--- config.mk ---
export PLATFORM = sky130hd
export DESIGN_NAME = hazard_unit
export DESIGN_NICKNAME = d
export VERILOG_FILES = /design/src/rtl/hazard_unit.sv
export SDC_FILE = /design/constraint.sdc
export NUM_CORES = 1
export LEC_CHECK = 0
export ABC_AREA = 1
export CAP_MARGIN = 40
export CORE_UTILIZATION = 30
export CTS_CLUSTER_SIZE = 16
export DETAILED_ROUTE_END_ITERATION = 6
export HOLD_SLACK_MARGIN = 0.15
export PLACE_DENSITY = 0.54
export SLEW_MARGIN = 10
export SYNTH_ARGS = -nofsm -noshare
export SYNTH_HDL_FRONTEND = slang
export SYNTH_SLANG_ARGS = --single-unit
--- constraint.sdc ---
create_clock -name h_i_clk -period 3.5 [get_ports h_i_clk]
set_input_delay 1.05 -clock h_i_clk [delete_from_list [all_inputs] [get_ports h_i_clk]]
set_output_delay 1.05 -clock h_i_clk [all_outputs]
set_load 0.1 [all_outputs]
--- src/rtl/hazard_unit.sv ---
// Pipeline hazard control: load-use stalls, taken-branch flushes and memory-wait freezes,
// plus a saturating stall-cycle counter and a sticky memory-timeout flag.
module hazard_unit (
  input  logic        h_i_clk,
  input  logic        h_i_rst,
  input  logic        h_i_ce,
  input  logic        h_i_id_valid,
  input  logic        h_i_id_uses_rt,
  input  logic [4:0]  h_i_id_rs,
  input  logic [4:0]  h_i_id_rt,
  input  logic        h_i_ex_memread,
  input  logic        h_i_ex_reg_wr,
  input  logic [4:0]  h_i_ex_rd,
  input  logic        h_i_ex_branch_taken,
  input  logic        h_i_mem_req,
  input  logic        h_i_mem_ack,
  output logic        h_o_pc_we,
  output logic        h_o_ifid_we,
  output logic        h_o_idex_we,
  output logic        h_o_exmem_we,
  output logic        h_o_ifid_flush,
  output logic        h_o_idex_bubble,
  output logic [1:0]  h_o_state,
  output logic [15:0] h_o_stall_cnt,
  output logic        h_o_mem_timeout
);

  localparam logic [1:0] ST_RUN        = 2'd0;
  localparam logic [1:0] ST_LOAD_STALL = 2'd1;
  localparam logic [1:0] ST_MEM_WAIT   = 2'd2;

  logic [1:0]  state_q, state_d;
  logic [7:0]  waitCnt_q, waitCnt_d, waitInc;
  logic [15:0] stallCnt_q, stallCnt_d;
  logic        timeout_q, timeout_d;

  logic freeze, loadUse, rsMatch, rtMatch, inWait;
  logic pcWe, ifidWe, idexWe, exmemWe, flush, bubble;

  // An ack in the same cycle as the request completes the access, so it does not freeze.
  assign freeze  = h_i_mem_req & ~h_i_mem_ack;
  assign rsMatch = (h_i_ex_rd == h_i_id_rs);
  assign rtMatch = h_i_id_uses_rt & (h_i_ex_rd == h_i_id_rt);
  assign loadUse = h_i_id_valid & h_i_ex_memread & h_i_ex_reg_wr &
                   (h_i_ex_rd != 5'd0) & (rsMatch | rtMatch);
  assign inWait  = (state_q == ST_MEM_WAIT);

  always_comb begin
    pcWe    = 1'b0;
    ifidWe  = 1'b0;
    idexWe  = 1'b0;
    exmemWe = 1'b0;
    flush   = 1'b0;
    bubble  = 1'b0;
    if (!h_i_rst && h_i_ce && !freeze) begin
      if (h_i_ex_branch_taken) begin
        pcWe    = 1'b1;
        ifidWe  = 1'b1;
        idexWe  = 1'b1;
        exmemWe = 1'b1;
        flush   = 1'b1;
        bubble  = 1'b1;
      end else if (loadUse) begin
        idexWe  = 1'b1;
        exmemWe = 1'b1;
        bubble  = 1'b1;
      end else begin
        pcWe    = 1'b1;
        ifidWe  = 1'b1;
        idexWe  = 1'b1;
        exmemWe = 1'b1;
      end
    end
  end

  // A hazard seen while already in LOAD_STALL stalls again but still returns to RUN.
  always_comb begin
    state_d = ST_RUN;
    case (state_q)
      ST_RUN: begin
        if (freeze)                                   state_d = ST_MEM_WAIT;
        else if (loadUse && !h_i_ex_branch_taken)     state_d = ST_LOAD_STALL;
        else                                          state_d = ST_RUN;
      end
      ST_LOAD_STALL: state_d = freeze ? ST_MEM_WAIT : ST_RUN;
      ST_MEM_WAIT:   state_d = freeze ? ST_MEM_WAIT : ST_RUN;
      default:       state_d = ST_RUN;
    endcase
  end

  always_comb begin
    waitInc    = (waitCnt_q == 8'hFF) ? 8'hFF : waitCnt_q + 8'd1;
    waitCnt_d  = inWait ? waitInc : 8'd0;
    timeout_d  = timeout_q | (inWait & freeze & (waitInc == 8'hFF));
    stallCnt_d = (!pcWe && (stallCnt_q != 16'hFFFF)) ? stallCnt_q + 16'd1 : stallCnt_q;
  end

  always_ff @(posedge h_i_clk or posedge h_i_rst) begin
    if (h_i_rst) begin
      state_q    <= ST_RUN;
      waitCnt_q  <= 8'd0;
      stallCnt_q <= 16'd0;
      timeout_q  <= 1'b0;
    end else if (h_i_ce) begin
      state_q    <= state_d;
      waitCnt_q  <= waitCnt_d;
      stallCnt_q <= stallCnt_d;
      timeout_q  <= timeout_d;
    end
  end

  assign h_o_pc_we       = pcWe;
  assign h_o_ifid_we     = ifidWe;
  assign h_o_idex_we     = idexWe;
  assign h_o_exmem_we    = exmemWe;
  assign h_o_ifid_flush  = flush;
  assign h_o_idex_bubble = bubble;
  assign h_o_state       = state_q;
  assign h_o_stall_cnt   = stallCnt_q;
  assign h_o_mem_timeout = timeout_q;

endmodule

### Word-level counts from Yosys, hierarchy flattened

Index checks and enable logic that the tools add are counted.

* flip-flop bits (word level): 27
* bits of input ports: 25
* output and inout bits: 25
* logic and storage cells: 51

* $add $sub $neg: 2
* equal/unequal tests: 7
* multiplexer cells: 15
* bitwise gates (word level): 11
* reductions and logical operators: 12

Operator list (number)
* adder 16 x 1 -> 16 bit, second input constant: 1
* equality test 8 bit, second input constant: 2
* two-way mux 8 bit: 2
* != test 16 bit, second input constant: 1
* equality test 5 bit: 2
* two-way mux 1 bit: 10
* adder 8 x 1 -> 8 bit, second input constant: 1
* AND 1 bit: 8
* nonzero test 5 bit: 1
* logical AND 1 bit: 4
* logical NOT 1 bit: 4
* two-way mux 2 bit: 2
* case mux 2 bit (2 select lines): 1
* equality test 2 x 1 -> 1 bit, second input constant: 1
* equality test 2 bit, second input constant: 1
* logical NOT 2 bit: 1
* OR 1 bit: 2
* AND reduction 2 bit: 1
* OR reduction 2 bit: 1
* inverter 1 bit: 1

### Logic depth before layout (Yosys ltp)

Gate-level depths: netlist of run 1.

* depth in word-level cells: 10
* depth in mapped cells: 12
* mapped depth without buffers: 11

### Least setup slack after synthesis of run 1

Ideal clock, no wire load.

* path type: input -> output
* from: input h_i_ce
* to: output h_o_idex_bubble
* arrival time: 3.835 ns
* required time: 2.450 ns
* setup slack: -1.385 ns
* cell stages on the path: 5
* buffers on the path: 1
* cell sequence: buf_6 > inv_4 > nor3_4 > inv_1 > a21oi_1

* cells in the longest elaborated chain, start to end: 3

Ends and longest elaborated chain
* from (decl): line 6 `input logic h_i_ce,`
* logical AND 1 bit (2 in a row): line 55 `if (!h_i_rst && h_i_ce && !freeze) begin`
* two-way mux 1 bit: line 55
* to (decl): line 22 `output logic h_o_idex_bubble,`

No other way between the ends.

### Final worst setup path of run 1

* from: input h_i_mem_req
* to: output h_o_pc_we

* cells in the longest elaborated chain, start to end: 4

Ends and longest elaborated chain
* from (decl): line 15 `input logic h_i_mem_req,`
* AND 1 bit: line 41 `assign freeze = h_i_mem_req & ~h_i_mem_ack;`
* logical NOT 1 bit: line 55
* logical AND 1 bit: line 55
* two-way mux 1 bit: line 55
* to (decl): line 17 `output logic h_o_pc_we,`

No other way between the ends.

==> run_results.csv, run 1 <==
group,metric,value,unit
grt,track_usage,0.142,
grt,grt_antenna_before_repair,0,
setup_path,crit_chain,"clkdlybuf4s50_1, inv_1, nor2_1, nor3_4, buf_4, nand2_8, clkinvlp_4, buf_12",
detailed_routing,wl,4720,um
yosys,yosysTopAreaCellShare,0.330,
placed_design,gp_congestion,0.799,
floorplanning,start_util,0.317,
placed_design,dp_cells,410,
detailed_routing,antenna_left,0,
yosys,synth-edff-count,0,
floorplanning,die_y,84.6,um
yosys,async_flop_share,1.00,
sta,setup_slack,0.0895,ns
setup_path,path_class,"primary input to output pin",
detailed_routing,vias_per_cell,4.66,
sta,finalMaxSlewViolations,0,
job,maxCapViolCount,0,
yosys,synth.cell_area,2040,sq um
hold_path,hold_class,"register to register",
grt,first_global_vias,1840,
status,violations,"design-rule violations",
setup_path,cpMaxStageDelayCell,"clkdlybuf4s50_1",
sta,worst_pin_slew,0.428,ns
setup_path,cp_max_fo,2,
cells_and_area,syn2layout_area_growth,32.1,%
floorplanning,num_rows,29,
yosys,synthesis.instances,286,
detailed_routing,drt_iter0_markers,100,
grt,grt_max_degree,28,
cells_and_area,final_cell_mix,"nand2_1, inv_1, dfrtp_1, buf_4, nor2_1",
pwr,p_leak,1.42,nW
detailed_routing,top_layer_used,"met4",
yosys,synth-seq-cells,27,
detailed_routing,wl_met1,2350,um
yosys,syn_area_per_cell,7.15,sq um
detailed_routing,vias,1939,
setup_path,slowest_delay,0.45,ns
pwr,peakVddDrop,0.348,mV
placed_design,io_buffers,49,
grt,grt_pass1_wl,8290,um
cells_and_area,fin_util,0.418,
clock_tree,clock-sinks,27,
cells_and_area,fin_nets,370,
floorplanning,die_x,84.6,um
clock_tree,cts_max_path_buffers,2,
setup_path,crit_path_end_kind,"output pin",
setup_path,arrival,2.36,ns
yosys,yosysTopAreaCell,"dfrtp_1",
yosys,yosysUniqueCellTypes,32,
floorplanning,dieArea,7150,sq um
yosys,yosys_warnings,0,
cells_and_area,drive_above_1_share,0.177,
setup_path,r2r_slack,1.61,ns
sta,max_clock_freq,0.293,GHz
yosys,yosys-top-cells-area,"dfrtp_1, nand2_1, inv_1, nand4_1, nand3_1",
sta,fin_crit_sh,0.974,
clock_tree,numCtsBuffers,3,
cells_and_area,nFillCells,687,
cells_and_area,fin_cells,416,
cells_and_area,num_antenna_cells,0,
setup_path,critPathLaunchType,"primary input",
pwr,powerDensity,373,nW/um^2
detailed_routing,wire_per_inst,11.3,um
grt,grt_overflow,0,
clock_tree,htreeDepth,1,
placed_design,dpl_worst_slack,-0.107,ns
status,status,"complete, but fails checks",
yosys,ys.flop_type,"dfrtp_1",
yosys,yosysSeqAreaShare,0.330,
placed_design,dp_hpwl,3550,um
clock_tree,ctsHoldBuffers,0,
floorplanning,core_area,6460,sq um
clock_tree,cts_tree,"yes",
clock_tree,path_clk_slew,0.09,ns
floorplanning,ioPinCount,50,
sta,setup_viol,0,
detailed_routing,drt_pre_antenna_iters,6,
sta,hold_viol,0,
yosys,synthesis.nets,316,
sta,slew_headroom,0.714,
sta,rsz0062_at_grt,"no",
detailed_routing,met2WireLength,2070,um
detailed_routing,drc_errors,2,
setup_path,crit_required,2.45,ns
clock_tree,root_buffer,"clkbuf_8",
sta,skew,0.0116,ns
sta,period_needed,3.41,ns
detailed_routing,wl_met3,231,um
clock_tree,insertion_delay,0.28,ns
cells_and_area,final_common_cell,"nand2_1",
-- state kept, by name, indices dropped and copies added (netlist names) --
name / flops
h_o_mem_timeout: 1
h_o_stall_cnt: 16
waitCnt_q: 8
h_o_state: 2
-- final timing paths --
check | cells after the start | endpoint | from
max | 8 | h_o_pc_we | h_i_mem_req
min | 1 | h_o_mem_timeout | h_o_mem_timeout
max reg2reg | 7 | h_o_stall_cnt[7] | h_o_stall_cnt[0]
min reg2reg | 1 | h_o_mem_timeout | h_o_mem_timeout
max in group asynchronous | 3 | waitCnt_q[4] | h_i_rst
min in group asynchronous | 3 | h_o_stall_cnt[4] | h_i_rst
-- power by group --
part / total, mW / internal [mW] / switching, mW / leakage, nW
combinational: 0.437 / 0.114 / 0.323 / 1.03
clock: 0.186 / 0.0818 / 0.105 / 0.0228
sequential: 0.383 / 0.340 / 0.0426 / 0.369
-- cells by family (layout without fill, tap and decap cells) --
kind of cell / count (synthesis) / in the layout / synth area share
AO/OA/AOI/OAI: 17 / 17 / 0.0502
XOR/XNOR: 10 / 10 / 0.0428
flip-flops: 27 / 27 / 0.330
AND/OR/NAND/NOR: 171 / 171 / 0.416
adder cells (fa/ha/maj): 5 / 5 / 0.0306
buffers and inverters: 56 / 109 / 0.130
-- routing by layer --
layer  global-route usage  vias up
met5                    0        -
met4               0.0431        0
met3               0.0206        6
met2                0.224       48
met1                0.200      869
li1                     -     1016
-- area by class of cell --
cell class	instances	area (sq um)	share of cell area
multi-input combinational	203	1120	0.416
sequential	27	676	0.250
timing repair buffer	57	569	0.211
inverter	48	191	0.0709
tap	77	96.3	0.0357
clock buffer	4	45.0	0.0167
-- critical path, delay by kind of cell --
kind	cells	cell delay (ns)
buffers and inverters	5	0.94
AND/OR/NAND/NOR	3	0.35
-- synthesized netlist by cell type, drive strengths merged (2+ instances only) --
cell,instances
a22o,3
dfrtp,27
buf,8
xnor2,5
nand2,93
xor2,5
nand3,25
nand4,19
o21bai,2
inv,48
ha,5
nor2,24
nor3,8
o21ai,10
-- metrics by stage --
stage	hold slack [ns]	cell area, sq um	power [mW]	TNS [ns]
final	0.490	2700	1.01	0
after global routing	0.541	2700	1.06	0
after CTS	0.504	2680	1.02	0
after detailed placement	0.481	2630	0.832	-0.250
after global placement	0.473	2630	0.831	-0.189
after floorplan	0.506	2090	0.716	-1.98
-- timing repair --
action | CTS | global route
endpoints found under the setup margin | 4 | 3
setup buffers | 2 | 0
resized for setup | 11 | 7
pin swaps | 6 | 7
Note: power is estimated with default switching activity, not from simulation.
==> inputs of run 2 (changes only) <==
--- a/config.mk
+++ b/config.mk
@@ -12,6 +12,7 @@
 export DETAILED_ROUTE_END_ITERATION = 6
 export HOLD_SLACK_MARGIN = 0.15
 export PLACE_DENSITY = 0.54
+export SKIP_LAST_GASP = 1
 export SLEW_MARGIN = 10
 export SYNTH_ARGS = -nofsm -noshare
 export SYNTH_HDL_FRONTEND = slang
==> results of run 2 <==
Same layout as run 1: the final DEF is identical, and so are final timing and power.
==> inputs of run 3 (changes only) <==
--- a/config.mk
+++ b/config.mk
@@ -8,6 +8,7 @@
 export ABC_AREA = 1
 export CAP_MARGIN = 40
 export CORE_UTILIZATION = 30
+export CTS_CLUSTER_DIAMETER = 150
 export CTS_CLUSTER_SIZE = 16
 export DETAILED_ROUTE_END_ITERATION = 6
 export HOLD_SLACK_MARGIN = 0.15
==> results of run 3 <==
Same layout as run 1: the final DEF is identical, and so are final timing and power.
==> RTL edit, RTL diff (config.mk and constraints of run 1) <==
Register the output `h_o_mem_timeout` once more, cleared by the reset; this adds one clock of latency there. The other outputs are not delayed to match.
--- a/src/rtl/hazard_unit.sv
+++ b/src/rtl/hazard_unit.sv
@@ -118,5 +118,11 @@
   assign h_o_state       = state_q;
   assign h_o_stall_cnt   = stallCnt_q;
-  assign h_o_mem_timeout = timeout_q;
+  always_ff @(posedge h_i_clk or posedge h_i_rst) begin
+    if (h_i_rst) begin
+      h_o_mem_timeout <= '0;
+    end else begin
+      h_o_mem_timeout <= timeout_q;
+    end
+  end
 
 endmodule
Behaviour: no difference found for any inputs over 10 cycles, from zero or initial values and one cycle with h_i_rst high; that may be too few to reach the edited logic, so the function may still have changed.
==> RTL edit against run 1 <==
Cell area rose by 1.2%. Clock skew decreased by 0.0011 ns. Sequential cell count up 1. Final cell count rose by 0.48%. Worst setup slack got worse by 0.013 ns. Worst hold slack got worse by 0.098 ns. Power increased by 0.73%. Sequential power is 2% higher. Die area is 1.2% higher. Wire length decreased by 0.80%. First-iteration DRC count fell by 27%. Synthesized area increased by 1.2%. Critical endpoint is now h_o_idex_bubble. Highest routed layer unchanged.
==> RTL edit: results (changes against run 1) <==
first-pass GRT wire length 8230 um (was 8290 um); largest net degree at the start of global routing 29 (was 28); Comb pwr share 43.2% (was 43.4%); DR pass1 iterations 4 (was 6); register bit count reported by yosys 28 (was 27); Commonest cells post-synth nand2_1 (91), inv_1 (45), dfrtp_1 (28), nor2_1 (21), nand3_1 (19) (was nand2_1 (91), inv_1 (45), dfrtp_1 (27), nor2_1 (21), nand3_1 (19)); status finished clean (was finished, violations left); via density per instance 4.60 (was 4.66); Post-CTS Setup Inserts 1 (was 2); # clk buffers 3 (was 4); GR Layer Usage met2 22.9% (was 22.4%); GPL Wtd Cong 0.762 (was 0.799); Flop pwr share 38.7% (was 38.0%); wire length on met1 2380 um (was 2350 um); worst reg2reg path depth 7 (unchanged); Overall Global Routing Usage 14.0% (was 14.2%); Fin Hold WS 0.391 ns (was 0.490 ns); Syn Nets 317 (was 316); share of cells above drive strength 1 18.2% (was 17.7%); met3 WL post-DR 176 um (was 231 um); worst hold path endpoint h_o_mem_timeout$_DFF_PP0_ (was h_o_mem_timeout$_DFFE_PP0P_); hold path cells 0 (was 1); final wirelength 4680 um (was 4720 um); nets@finish 373 (was 370); P_comb 438 uW (was 437 uW); Clock Skew 0.0105 ns (was 0.0116 ns); Seq/Total Area, Yosys 33.9% (was 33.0%); Max rail drop VDD 267 uV (was 348 uV); fraction of area in registers 25.7% (was 25.0%); Worst path max stage delay 0.60 ns (was 0.45 ns); grt met3 use 2.04% (was 2.06%); wire per inst 11.2 um (was 11.3 um); worst setup path end h_o_idex_bubble (was h_o_pc_we); Slew headroom 71.5% (was 71.4%); Non-clock buffering overhead 21.2% (was 21.1%); CP startpoint h_i_ce (was h_i_mem_req); top cells by area, synth dfrtp_1 (34%), nand2_1 (17%), inv_1 (8.2%) (was dfrtp_1 (33%), nand2_1 (17%), inv_1 (8.3%)); final-layout fill cell count 692 (was 687)
## RTL edit: changes by cell type in the layout (fill, tap and decap cells not counted), sizes merged
cell	before	now
buf	33	35
clkbuf	4	3
dlymetal6s2s	7	5
dfrtp	27	28
clkdlybuf4s50	8	10
## RTL edit: per-stage QoR
| step | cell area [sq um] | TNS (ns) | setup WS, ns |
|---|---|---|---|
| after floorplan | 2120 | -1.98 | -0.618 |
| final | 2730 | 0 | 0.0765 |
| after global routing | 2730 | 0 | 0.00619 |
| after detailed placement | 2680 | -0.230 | -0.104 |
| after CTS | 2720 | 0 | 0.00153 |
| after global placement | 2680 | -0.184 | -0.0856 |
## RTL edit: kinds of logic (layout without fill, tap and decap cells)
kind of cell | after synthesis | after routing | share of synthesized area, %
compound gates | 17 | 17 | 4.96
xor+xnor | 10 | 10 | 4.23
fa+ha+maj | 5 | 5 | 3.02
buf+inv | 56 | 110 | 12.8
flops | 28 | 28 | 33.9
simple gates | 171 | 171 | 41.1
